[src/rtl/tempsens_pwm_decoder.sv]
// tempsens_pwm_decoder
// Receive end of the temperature-sensor PWM link. Measures the high time and the
// rise-to-rise period of an asynchronous PWM line in clock cycles. Each accepted
// period is published with a one-cycle valid strobe. Periods that are too short
// are dropped and flagged. A line with no rising edge for too long is flagged
// as stuck.
//
// Ports:
//   clk_i          system clock
//   reset_i        synchronous, active-high reset
//   pwm_i          PWM line, asynchronous to clk_i
//   meas_high_o    high cycles in the last accepted period
//   meas_period_o  length of the last accepted period, rise to rise
//   meas_valid_o   one-cycle pulse: meas_* were just updated
//   err_short_o    one-cycle pulse: a period shorter than MIN_PERIOD was discarded
//   stuck_o        no rising edge seen for TIMEOUT cycles
//   stuck_level_o  synchronized line level captured on entry to the stuck state
module tempsens_pwm_decoder #(
    parameter int unsigned CNT_W       = 16,
    parameter int unsigned SYNC_STAGES = 2,
    parameter int unsigned MIN_PERIOD  = 4,
    parameter int unsigned TIMEOUT     = 65535
) (
    input  logic             clk_i,
    input  logic             reset_i,
    input  logic             pwm_i,
    output logic [CNT_W-1:0] meas_high_o,
    output logic [CNT_W-1:0] meas_period_o,
    output logic             meas_valid_o,
    output logic             err_short_o,
    output logic             stuck_o,
    output logic             stuck_level_o
);

    localparam logic [1:0] StIdle  = 2'd0;  // no reference rising edge yet
    localparam logic [1:0] StHigh  = 2'd1;
    localparam logic [1:0] StLow   = 2'd2;
    localparam logic [1:0] StStuck = 2'd3;

    localparam logic [CNT_W-1:0] CntMax     = '1;
    localparam logic [CNT_W-1:0] CntOne     = CNT_W'(1);
    localparam logic [CNT_W-1:0] TimeoutVal = CNT_W'(TIMEOUT);
    localparam logic [CNT_W-1:0] MinPerVal  = CNT_W'(MIN_PERIOD);

    logic [SYNC_STAGES-1:0] sync_q;
    logic                   pwm_s;
    logic                   pwm_d_q;
    logic                   rise;
    logic                   fall;

    logic [1:0]       state_q, state_d;
    logic [CNT_W-1:0] per_q, per_d;
    logic [CNT_W-1:0] hi_q, hi_d;
    logic [CNT_W-1:0] meas_high_q, meas_high_d;
    logic [CNT_W-1:0] meas_period_q, meas_period_d;
    logic             valid_q, valid_d;
    logic             err_q, err_d;
    logic             stuck_q, stuck_d;
    logic             stuck_level_q, stuck_level_d;

    assign pwm_s = sync_q[SYNC_STAGES-1];
    assign rise  = pwm_s & ~pwm_d_q;
    assign fall  = ~pwm_s & pwm_d_q;

    always_comb begin
        state_d       = state_q;
        per_d         = per_q;
        hi_d          = hi_q;
        meas_high_d   = meas_high_q;
        meas_period_d = meas_period_q;
        valid_d       = 1'b0;
        err_d         = 1'b0;
        stuck_d       = stuck_q;
        stuck_level_d = stuck_level_q;

        // Free-running counts; both saturate rather than wrap.
        if (state_q != StStuck && per_q != CntMax) begin
            per_d = per_q + CntOne;
        end
        if ((state_q == StHigh || state_q == StLow) && pwm_s && hi_q != CntMax) begin
            hi_d = hi_q + CntOne;
        end

        // A rise takes priority over a timeout that happens in the same cycle.
        if (rise) begin
            if (state_q == StLow) begin
                if (per_q >= MinPerVal) begin
                    meas_period_d = per_q;
                    meas_high_d   = hi_q;
                    valid_d       = 1'b1;
                end else begin
                    err_d = 1'b1;
                end
            end
            // The rise cycle itself has the line high, so it counts as 1 for both.
            per_d   = CntOne;
            hi_d    = CntOne;
            state_d = StHigh;
            stuck_d = 1'b0;
        end else if (state_q != StStuck && per_q == TimeoutVal) begin
            state_d       = StStuck;
            stuck_d       = 1'b1;
            stuck_level_d = pwm_s;
        end else if (state_q == StHigh && fall) begin
            state_d = StLow;
        end
    end

    always_ff @(posedge clk_i) begin
        if (reset_i) begin
            sync_q        <= '0;
            pwm_d_q       <= 1'b0;
            state_q       <= StIdle;
            per_q         <= '0;
            hi_q          <= '0;
            meas_high_q   <= '0;
            meas_period_q <= '0;
            valid_q       <= 1'b0;
            err_q         <= 1'b0;
            stuck_q       <= 1'b0;
            stuck_level_q <= 1'b0;
        end else begin
            sync_q        <= {sync_q[SYNC_STAGES-2:0], pwm_i};
            pwm_d_q       <= pwm_s;
            state_q       <= state_d;
            per_q         <= per_d;
            hi_q          <= hi_d;
            meas_high_q   <= meas_high_d;
            meas_period_q <= meas_period_d;
            valid_q       <= valid_d;
            err_q         <= err_d;
            stuck_q       <= stuck_d;
            stuck_level_q <= stuck_level_d;
        end
    end

    assign meas_high_o   = meas_high_q;
    assign meas_period_o = meas_period_q;
    assign meas_valid_o  = valid_q;
    assign err_short_o   = err_q;
    assign stuck_o       = stuck_q;
    assign stuck_level_o = stuck_level_q;

endmodule

[config.mk]
export PLATFORM = sky130hd
export DESIGN_NAME = tempsens_pwm_decoder
export DESIGN_NICKNAME = d
export VERILOG_FILES = /design/src/rtl/tempsens_pwm_decoder.sv
export SDC_FILE = /design/constraint.sdc
export NUM_CORES = 1
export LEC_CHECK = 0
export CAP_MARGIN = 30
export CORE_MARGIN = 2
export CORE_UTILIZATION = 55
export DETAILED_ROUTE_END_ITERATION = 12
export PLACE_DENSITY = 0.81
export SLEW_MARGIN = 20
export SYNTH_ARGS = -nofsm -noshare
export SYNTH_HDL_FRONTEND = slang
export SYNTH_SLANG_ARGS = --single-unit
[constraint.sdc]
create_clock -name clk_i -period 3.15 [get_ports clk_i]
set_clock_uncertainty 0.1 [all_clocks]
set_input_delay 0.315 -clock clk_i [delete_from_list [all_inputs] [get_ports clk_i]]
set_output_delay 0.315 -clock clk_i [all_outputs]
set_load 0.005 [all_outputs]
After elaboration in Yosys (flattened, before gate mapping)
Index checks and enable logic that the tools add are counted.
Storage, ports and cells
  flip-flop bits (word level): 73
  input bits: 3
  output and inout port bits: 36
Operators by class
  $add $sub $neg: 2
  magnitude comparators: 1
  eq/ne operators: 6
  multiplexer cells: 9
  bitwise gates (word level): 6
  reduce and logical (&&, ||, !) cells: 14
Operators with widths (count)
  $add A16 B1 Y16 const B: 2
  $ne A16 B16 Y1 const B: 2
  $eq A16 B16 Y1 const B: 1
  $ge A16 B3 Y1 const B: 1
  $mux W1: 7
  $reduce_bool A2 Y1: 3
  $logic_and A1 B1 Y1: 5
  $mux W2: 2
  $not A1 Y1: 4
  $reduce_and A3 Y1: 1
  $reduce_bool A3 Y1: 1
  $reduce_or A3 Y1: 1
  $and A1 B1 Y1: 2
  $eq A2 B1 Y1 const B: 1
  $eq A2 B2 Y1 const B: 1
  $ne A2 B2 Y1 const B: 1
  $reduce_and A2 Y1: 1
  $reduce_or A2 Y1: 1
  $logic_or A1 B1 Y1: 1

Logic depth before layout (Yosys ltp)
Gate-level depths: netlist (run 1).
  word-level depth: 6
  mapped depth: 8
  depth with buffers taken out: 6

Least setup slack after synthesis (run 1)
No wires, ideal clock.
  path type: reg2reg
  start point: reg per_q[5]
  end point: reg per_q[15]
  library setup time: 0.070 ns
  data arrival time: 1.739 ns
  required time: 2.980 ns
  setup slack: 1.241 ns
  stages on the path, launching flop included: 6
  buffers on the path: 1
  clock period less this slack: 1.909 ns
  path through: dfxtp_1 -> clkbuf_2 -> nand4_4 -> or4_4 -> or4_1 -> a21oi_1
On the way
  word-level cells in the longest chain between the ends: 2
Ends and longest elaborated chain
  from (decl): line 52  | logic [CNT_W-1:0] per_q, per_d;
  from (signal assigned): line 126  | per_q <= per_d;
  branches (longest 2 deep; another with $add A16 B1 Y16)
Parallel ways; which one is timed is not known.
A chain may end at the register's enable or synchronous reset.

Worst setup path after layout (run 1)
  start point: reg per_q[0]
  end point: reg per_q[0]
On the way
  word-level cells in the longest chain between the ends: 3
Ends and longest elaborated chain
  $add A16 B1 Y16 or $ne A16 B16 Y1 (tied branches): line 78, 77
  $mux W1 or $logic_and A1 B1 Y1 (tied branches): line 77  | if (state_q != StStuck && per_q != CntMax) begin
  $mux W1 or $reduce_bool A2 Y1 (tied branches)
Several ways; a longest one is shown, not always the timed one. The select of a mux whose other input is x is not followed.

==> results_dict.tcl, run 1 <==
set metrics [dict create \
    outcome "completed" \
    synth-edff-count 0 \
    switchingPower_mw 0.3747 \
    clk_latency_ns 0.35 \
    period_needed_ns 2.277 \
    swShare_pct 20.67 \
    dr.pass1.iters 5 \
    diodes 0 \
    min_path_type "reg -> reg" \
    cp-start-kind "flop" \
    fp.dieW_um 82.77 \
    cp-startpoint "per_q[0]" \
    endpoint_kind "flop" \
    cts_resized 0 \
    synthMostInstantiatedCell "nand2_1" \
    grt_max_degree 62 \
    tightest_slew_ns 0.7018 \
    area_delta_synth_final_pct 18.08 \
    drive_above_1_share_pct 8.491 \
    dp_hpwl_mm 5.084 \
    drtIter0Drc 210 \
    met1_usage_pct 33.47 \
    h-tree-depth 3 \
    start_util_pct 57.29 \
    synth_top_cell_by_area "dfxtp_1" \
    cts.reportedPaths.clkPinSlew_ns 0.07 \
    grt_pass1_wl_mm 12.46 \
    die_h_um 82.77 \
    rsz0062_at_grt "false" \
    critPathKind "reg -> reg" \
    finalCritPeriodShare_pct 72.29 \
    cts.sinks 73 \
    grt-ovfl-total 0 \
    synth_cells 388 \
    synth_area_leaders "dfxtp_1 (43%), mux2i_1 (9.4%), nand2_1 (8.5%)" \
    power.leakage_nw 1.270 \
    syn_avg_cell_area_um2 8.794 \
    max_freq_mhz 439.2 \
    synth_cell_types 50 \
    cts_tree "yes" \
    whs_ns 0.3442 \
    gp_congestion 0.8809 \
    busiest_layer "met2" \
    drv_cap 0 \
    synthTopCellsByCount "nand2_1 (77), dfxtp_1 (73), mux2i_1 (32)" \
    ios 39 \
    clockBufferDepth 2 \
    worstReg2RegStart "per_q[0]" \
    worstPathArrival_ns 2.45 \
    seq_area_frac_synth_pct 42.83 \
    grt_util_all_layers_pct 23.71 \
    crit_fanout 11 \
    portBuffers 38 \
    grt_pass1_vias 2657 \
    min_from "sync_q[0]" \
    worstPathRequired_ns 3.33 \
    fin_setup_tns_ns 0 \
    max-slew-margin-rel_pct 53.21 \
    core_um2 5956 \
    yosysTopAreaCellShare_pct 42.83 \
    power_frac_clock_pct 45.1 \
    post_cts_buffers 0 \
    cts_hold_buf 0 \
    synth.cell_area_um2 3412 \
    finalSetupViolations 0 \
    yosys_warnings 0 \
    antenna_left 0 \
    avgRoutedWirePerCell_um 15.02 \
    totalWireLength_mm 7.495 \
    final_hold_viol_count 0 \
    vias_per_cell 5.928 \
    cts_root_buffer "clkbuf_8" \
    power_frac_seq_pct 51.7 \
    p_per_area_nw_per_um2 449.9 \
    synth_seq_cells 73 \
    p_int_mw 1.438 \
    drcViolationCount 0 \
    synth_fp_nets 397 \
    antenna_found_initial 0 \
    slew_viol_final 0 \
    ir_drop_mv 0.3171 \
    dieArea_um2 6850 \
    synth-main-ff-cell "dfxtp_1" \
    final_nets 428 \
    met3_usage_pct 4.130 \
    use_met2_pct 35.08 \
    synth_async_sr_flop_share_pct 0 \
    vias 2958 \
    cts_buffers 9 \
    row_count 28 \
    pwr-share-comb_pct 3.2 \
]
area by class of cell:
type | count | area (um2)
Clock inverter | 2 | 60.06
Multi-Input combinational cell | 281 | 1780
Tap cell | 75 | 93.84
Sequential cell | 73 | 1461
Fill cell | 493 | 1927
Clock buffer | 14 | 162.7
Timing Repair Buffer | 46 | 440.4
Inverter | 8 | 30.03
logic make-up after synthesis:
kind of cell               count (synthesis)  synth area share [%]
and+or+nand+nor                          170                 26.00
AOI/OAI and AO/OA                         73                 14.38
DFF                                       73                 42.83
buffers and inverters                     34                 5.207
muxes                                     32                 9.388
adders and majority gates                  6                 2.200
worst paths after layout:
path	end	cells past startpoint	slack, ns
worst max-delay path	per_q[0]	6	0.87
worst min-delay path	sync_q[1]	1	0.34
worst max register to register	per_q[0]	6	0.87
worst min register to register	sync_q[1]	1	0.34
state kept, by name, summed over array words and instances, names as in the netlist:
name and count:
err_short_o 1, hi_q 16, meas_high_o 16, meas_period_o 16, meas_valid_o 1, per_q 16, pwm_d_q 1, state_q 2
stuck_level_o 1, stuck_o 1, sync_q 2
routing by layer:
metal / wire length, um / up-vias
met5: 0 / -
met4: 155 / 0
met3: 408 / 16
met2: 3105 / 102
met1: 3826 / 1361
li1: - / 1479
stage by stage:
| stage | cells | cell area [um2] | setup WS, ns | utilization [%] | total power, mW |
|---|---|---|---|---|---|
| finish | 499 | 4029 | 0.8730 | 67.65 | 1.813 |
| global route | 499 | 4029 | 0.6638 | 67.65 | 1.869 |
| CTS | 499 | 4029 | 0.9113 | 67.65 | 1.825 |
| detailed placement | 483 | 3806 | 0.9393 | 63.91 | 1.015 |
| global placement | 483 | 3806 | 1.010 | 63.91 | 1.014 |
| floorplan | 388 | 3412 | 1.241 | - | 1.001 |
power groups by stage:
stage	logic, mW	registers [mW]	clock network [mW]
after floorplan	0.0463	0.954	0
after global placement	0.0568	0.957	0
after detailed placement	0.0575	0.958	0
after CTS	0.0576	0.936	0.831
after global routing	0.0642	0.937	0.867
final	0.0580	0.937	0.818
cell usage in the layout, fill, tap and decap left out, types with 6 or more instances in the layout:
master	instances
nand3_1	11
o211ai_1	6
dfxtp_1	73
a21oi_1	22
buf_4	8
nor4_1	6
or3_1	10
o41ai_1	6
o31ai_1	8
o21ai_0	11
clkdlybuf4s50_1	38
ha_1	6
nand4_1	8
inv_1	7
or4_1	8
nand2_1	77
mux2i_1	32
clkbuf_8	11
nor2_1	13
nor3_1	6
critical path, stage by stage (launching register included):
cell,delay (ns)
dfxtp_1,0.42
ha_1,0.24
nand4_1,0.40
nor4_1,0.55
buf_4,0.25
o21ai_0,0.08
a31oi_1,0.17
Note: power is estimated with default switching activity, not from simulation.
==> inputs of run 2 (changes only) <==
==> constraint.sdc (replaced) <==
create_clock -name clk_i -period 2.35 [get_ports clk_i]
set_clock_uncertainty 0.1 [all_clocks]
set_input_delay 0.235 -clock clk_i [delete_from_list [all_inputs] [get_ports clk_i]]
set_output_delay 0.235 -clock clk_i [all_outputs]
set_load 0.005 [all_outputs]
==> results_dict.tcl, run 2 (synthesis gave the netlist of run 1 again) <==
set metrics [dict create \
    grt-ovfl-total 0 \
    core_um2 5956 \
    diodes 0 \
    fin_cells 505 \
    power_frac_seq_pct 54.3 \
    start_util_pct 57.29 \
    fp.dieW_um 82.77 \
    ios 39 \
    grt_pass1_vias 2537 \
    grt_max_degree 62 \
    antenna_left 0 \
    drtIter0Drc 257 \
    gp_congestion 0.8940 \
    whs_ns 0.3324 \
    swShare_pct 24.05 \
    grt_pass1_wl_mm 12.17 \
    post_cts_buffers 0 \
    rsz0062_at_grt "false" \
    endpoint_kind "flop" \
    vias_per_cell 5.990 \
    max-slew-margin-rel_pct 59.39 \
    drcViolationCount 0 \
    cts_hold_buf 0 \
    vias 3025 \
    crit_fanout 9 \
    portBuffers 38 \
    fin_ws_ns 0.2270 \
    drv_cap 0 \
    min_path_type "in -> reg" \
    area_delta_synth_final_pct 18.96 \
    max_freq_mhz 471.0 \
    power.leakage_nw 1.284 \
    final_nets 434 \
    cts.sinks 73 \
    pwr-share-comb_pct 3.5 \
    final_hold_viol_count 0 \
    avgRoutedWirePerCell_um 15.45 \
    dp_hpwl_mm 5.276 \
    clk_latency_ns 0.35 \
    slew_viol_final 0 \
    cts_root_buffer "clkbuf_8" \
    ir_drop_mv 0.3910 \
    outcome "completed" \
    power_frac_clock_pct 42.2 \
    cts_tree "yes" \
    dr.pass1.iters 5 \
    drive_above_1_share_pct 10.47 \
    worstPathRequired_ns 2.53 \
    place_inst 489 \
    fin_setup_tns_ns 0 \
    critPathKind "reg -> reg" \
    cp-start-kind "flop" \
    tightest_slew_ns 0.6092 \
    switchingPower_mw 0.5566 \
    row_count 28 \
    pre_cts_ws_ns 0.3188 \
    power_mw 2.314 \
    cts_resized 0 \
    p_int_mw 1.758 \
    grt_util_all_layers_pct 23.64 \
    layout_commonest_cell "nand2_1" \
    h-tree-depth 3 \
    finalSetupViolations 0 \
    p_per_area_nw_per_um2 570.1 \
    dieArea_um2 6850 \
    period_needed_ns 2.123 \
    worstPathArrival_ns 2.30 \
    clockBufferDepth 2 \
    cts.reportedPaths.clkPinSlew_ns 0.08 \
    cts_buffers 9 \
    layout_common_cells "nand2_1 (77), dfxtp_1 (73), clkdlybuf4s50_1 (38), mux2i_1 (32), a21oi_1 (22)" \
    antenna_found_initial 0 \
    die_h_um 82.77 \
    totalWireLength_mm 7.800 \
    finalCritPeriodShare_pct 90.34 \
]
run 2: cell types whose count changed in the layout (fill, tap and decap cells not counted), moves of 2 or more:
cell | previous run | this run
buf_4 | 8 | 13
clkbuf_1 | 3 | 0
clkinvlp_4 | 0 | 3
clkbuf_8 | 11 | 9
clkinv_2 | 0 | 2
run 2: final timing paths:
check	startpoint	end	slack, ns	cells after the start
worst max-delay path	per_q[0]	per_q[0]	0.23	6
worst min register to register	sync_q[0]	sync_q[1]	0.34	1
worst max register to register	per_q[0]	per_q[0]	0.23	6
worst min-delay path	pwm_i	sync_q[0]	0.33	2
run 2: stage by stage:
step | cell area [um2] | utilization [%]
global route | 4059 | 68.15
global placement | 3864 | 64.87
finish | 4059 | 68.15
CTS | 4059 | 68.15
detailed placement | 3864 | 64.87
floorplan | 3412 | -
run 2: layout make-up:
| type | count | area, um2 |
|---|---|---|
| Sequential cell | 73 | 1461 |
| Timing Repair Buffer | 52 | 498.0 |
| Fill cell | 505 | 1897 |
| Clock inverter | 7 | 71.32 |
| Multi-Input combinational cell | 281 | 1780 |
| Tap cell | 75 | 93.84 |
| Clock buffer | 9 | 123.9 |
| Inverter | 8 | 30.03 |
run 2: critical path: stages, from the launching register on:
cell and delay, ns:
dfxtp_1 0.43, ha_1 0.23, nand4_1 0.26, nor4_1 0.52, buf_4 0.25, o21ai_0 0.09
a31oi_1 0.18
run 2: power groups by stage:
stage | clock network [mW] | registers (mW) | logic (mW)
floorplan | 0 | 1.28 | 0.0621
global placement | 0 | 1.28 | 0.0784
detailed placement | 0 | 1.28 | 0.0800
CTS | 0.989 | 1.26 | 0.0804
global route | 1.03 | 1.26 | 0.0883
finish | 0.978 | 1.26 | 0.0809
run 2: metal layers:
metal / vias up / GRT usage, % / wire, um
met2: 108 / 35.16 / 3383
met5: - / 0 / 0
met3: 13 / 4.239 / 431
li1: 1497 / - / -
met4: 0 / 10.00 / 144
met1: 1407 / 33.60 / 3841
==> inputs of run 3 (changes only) <==
--- a/config.mk
+++ b/config.mk
@@ -7,9 +7,9 @@
 export LEC_CHECK = 0
 export CAP_MARGIN = 30
 export CORE_MARGIN = 2
-export CORE_UTILIZATION = 55
+export CORE_UTILIZATION = 50
 export DETAILED_ROUTE_END_ITERATION = 12
-export PLACE_DENSITY = 0.81
+export PLACE_DENSITY = 0.78
 export SLEW_MARGIN = 20
 export SYNTH_ARGS = -nofsm -noshare
 export SYNTH_HDL_FRONTEND = slang
==> constraint.sdc (replaced) <==
create_clock -name clk_i -period 1.7 [get_ports clk_i]
set_clock_uncertainty 0.1 [all_clocks]
set_input_delay 0.17 -clock clk_i [delete_from_list [all_inputs] [get_ports clk_i]]
set_output_delay 0.17 -clock clk_i [all_outputs]
set_load 0.005 [all_outputs]
==> results_dict.tcl, run 3 (synthesis gave the netlist of run 1 again) <==
set metrics [dict create \
    tightest_slew_ns 0.4081 \
    critPathMaxStageDelay_ns 0.37 \
    worstPathArrival_ns 2.07 \
    drv_cap 0 \
    drtIter0Drc 419 \
    critPathKind "reg -> reg" \
    final_nets 513 \
    period_needed_ns 1.893 \
    multi_input_area_um2 2140 \
    cts_tree "yes" \
    core_um2 6681 \
    worstPathRequired_ns 1.88 \
    final_hold_viol_count 0 \
    start_util_pct 51.07 \
    power_frac_seq_pct 52.5 \
    critical-path-top-delay-family "simple AND/OR/NAND/NOR gates" \
    min_path_type "in -> reg" \
    drcViolationCount 0 \
    vias_per_cell 6.025 \
    max_freq_mhz 528.3 \
    outcome "finished with violations" \
    worst_path_most_repeated_cell "buf_4" \
    cts_hold_buf 0 \
    fp.dieW_um 86.61 \
    grt-ovfl-total 0 \
    violations "setup timing" \
    fin_cells 589 \
    max-slew-margin-rel_pct 72.44 \
    cts_root_buffer "clkbuf_8" \
    drive_above_1_share_pct 36.35 \
    p_per_area_nw_per_um2 644.0 \
    grt_max_degree 62 \
    area_delta_synth_final_pct 49.95 \
    endpoint_kind "flop" \
    fin_ws_ns -0.1928 \
    slew_viol_final 0 \
    crit_chain "ha_4, nand4_1, buf_4, nor4_4, buf_4, buf_6, or3_4, a31oi_4" \
    critPathSlowestCell "dfxtp_4" \
    layout_common_cells "nand2_1 (74), buf_4 (74), dfxtp_1 (58), clkdlybuf4s50_1 (38), mux2i_1 (32)" \
    avgRoutedWirePerCell_um 17.65 \
    finalCritPeriodShare_pct 111.3 \
    power_frac_clock_pct 41.8 \
    grt_pass1_vias 3357 \
    rsz0062_at_grt "true" \
    grt_pass1_wl_mm 16.24 \
    switchingPower_mw 0.7869 \
    row_count 30 \
    dieArea_um2 7500 \
    n_fill_cell 427 \
    clk_latency_ns 0.36 \
    h-tree-depth 3 \
    antenna_left 0 \
    p_int_mw 2.508 \
    ios 39 \
    pwr-share-comb_pct 5.7 \
    cts.reportedPaths.clkPinSlew_ns 0.07 \
    cp-start-kind "flop" \
    ir_drop_mv 0.5093 \
    crit_buf_inv 3 \
    die_h_um 86.61 \
    diodes 0 \
    finalSetupViolations 44 \
    vias 3549 \
    portBuffers 38 \
    cts_buffers 9 \
    gp_congestion 0.8924 \
    grt_util_all_layers_pct 27.44 \
    totalWireLength_mm 10.40 \
    final_core_util_pct 76.57 \
    dp_hpwl_mm 5.884 \
    place_inst 548 \
    power.leakage_nw 1.802 \
    antenna_found_initial 0 \
    crit_fanout 4 \
    cts.sinks 73 \
    dr.pass1.iters 5 \
    seqCellArea_um2 1493 \
    clockBufferDepth 2 \
    swShare_pct 23.88 \
]
-- run 3: cell count changes in the layout (fill, tap and decap cells not counted), sizes merged --
| cell | before | now |
|---|---|---|
| clkbuf | 9 | 11 |
| inv | 8 | 9 |
| buf | 14 | 92 |
| clkinvlp | 3 | 1 |
| clkinv | 3 | 2 |
| nor2b | 5 | 6 |
-- run 3: what timing repair did --
action	CTS	global route
pin swaps	27	22
cloned	2	0
resized for setup	44	49
setup buffers	17	7
setup endpoints to repair	54	68
-- run 3: area by class of cell --
| type | count | share of cell area [%] |
|---|---|---|
| Clock buffer | 11 | 2.764 |
| Clock inverter | 5 | 1.052 |
| Inverter | 8 | 0.6359 |
| Multi-Input combinational cell | 282 | 41.82 |
| Sequential cell | 73 | 29.18 |
| Tap cell | 80 | 1.956 |
| Timing Repair Buffer | 130 | 22.60 |
-- run 3: path summary, 6_finish.rpt --
kind                            slack, ns   endpoint  cells past startpoint  startpoint
worst max-delay path                -0.19   per_q[0]                      8    per_q[0]
worst min-delay path                 0.27  sync_q[0]                      2       pwm_i
worst max register to register      -0.19   per_q[0]                      8    per_q[0]
worst min register to register       0.34  sync_q[1]                      1   sync_q[0]
-- run 3: power by group through the flow --
stage | clock (mW) | sequential (mW) | combinational [mW]
floorplan | 0 | 1.77 | 0.0882
global placement | 0 | 1.77 | 0.146
detailed placement | 0 | 1.77 | 0.148
CTS | 1.39 | 1.73 | 0.160
global route | 1.47 | 1.73 | 0.198
finish | 1.38 | 1.73 | 0.187
-- run 3: per-layer routing --
metal	GRT usage, %	up-vias	wire (um)
met5	0	-	0
met2	44.55	148	5134
met1	34.47	1713	4473
met3	6.286	36	513
li1	-	1652	-
met4	13.07	0	274
-- run 3: per-stage QoR --
| stage | power [mW] | TNS [ns] | area (um2) | hold WS, ns | setup WS (ns) |
|---|---|---|---|---|---|
| floorplan | 1.858 | -0.3044 | 3503 | 0.1982 | -0.1350 |
| global placement | 1.917 | -6.428 | 4344 | 0.3167 | -0.1986 |
| detailed placement | 1.919 | -8.702 | 4344 | 0.3323 | -0.2682 |
| CTS | 3.273 | -0.7393 | 4848 | 0.2634 | -0.1035 |
| global route | 3.398 | -5.130 | 5116 | 0.2938 | -0.2226 |
| finish | 3.295 | -2.782 | 5116 | 0.2660 | -0.1928 |
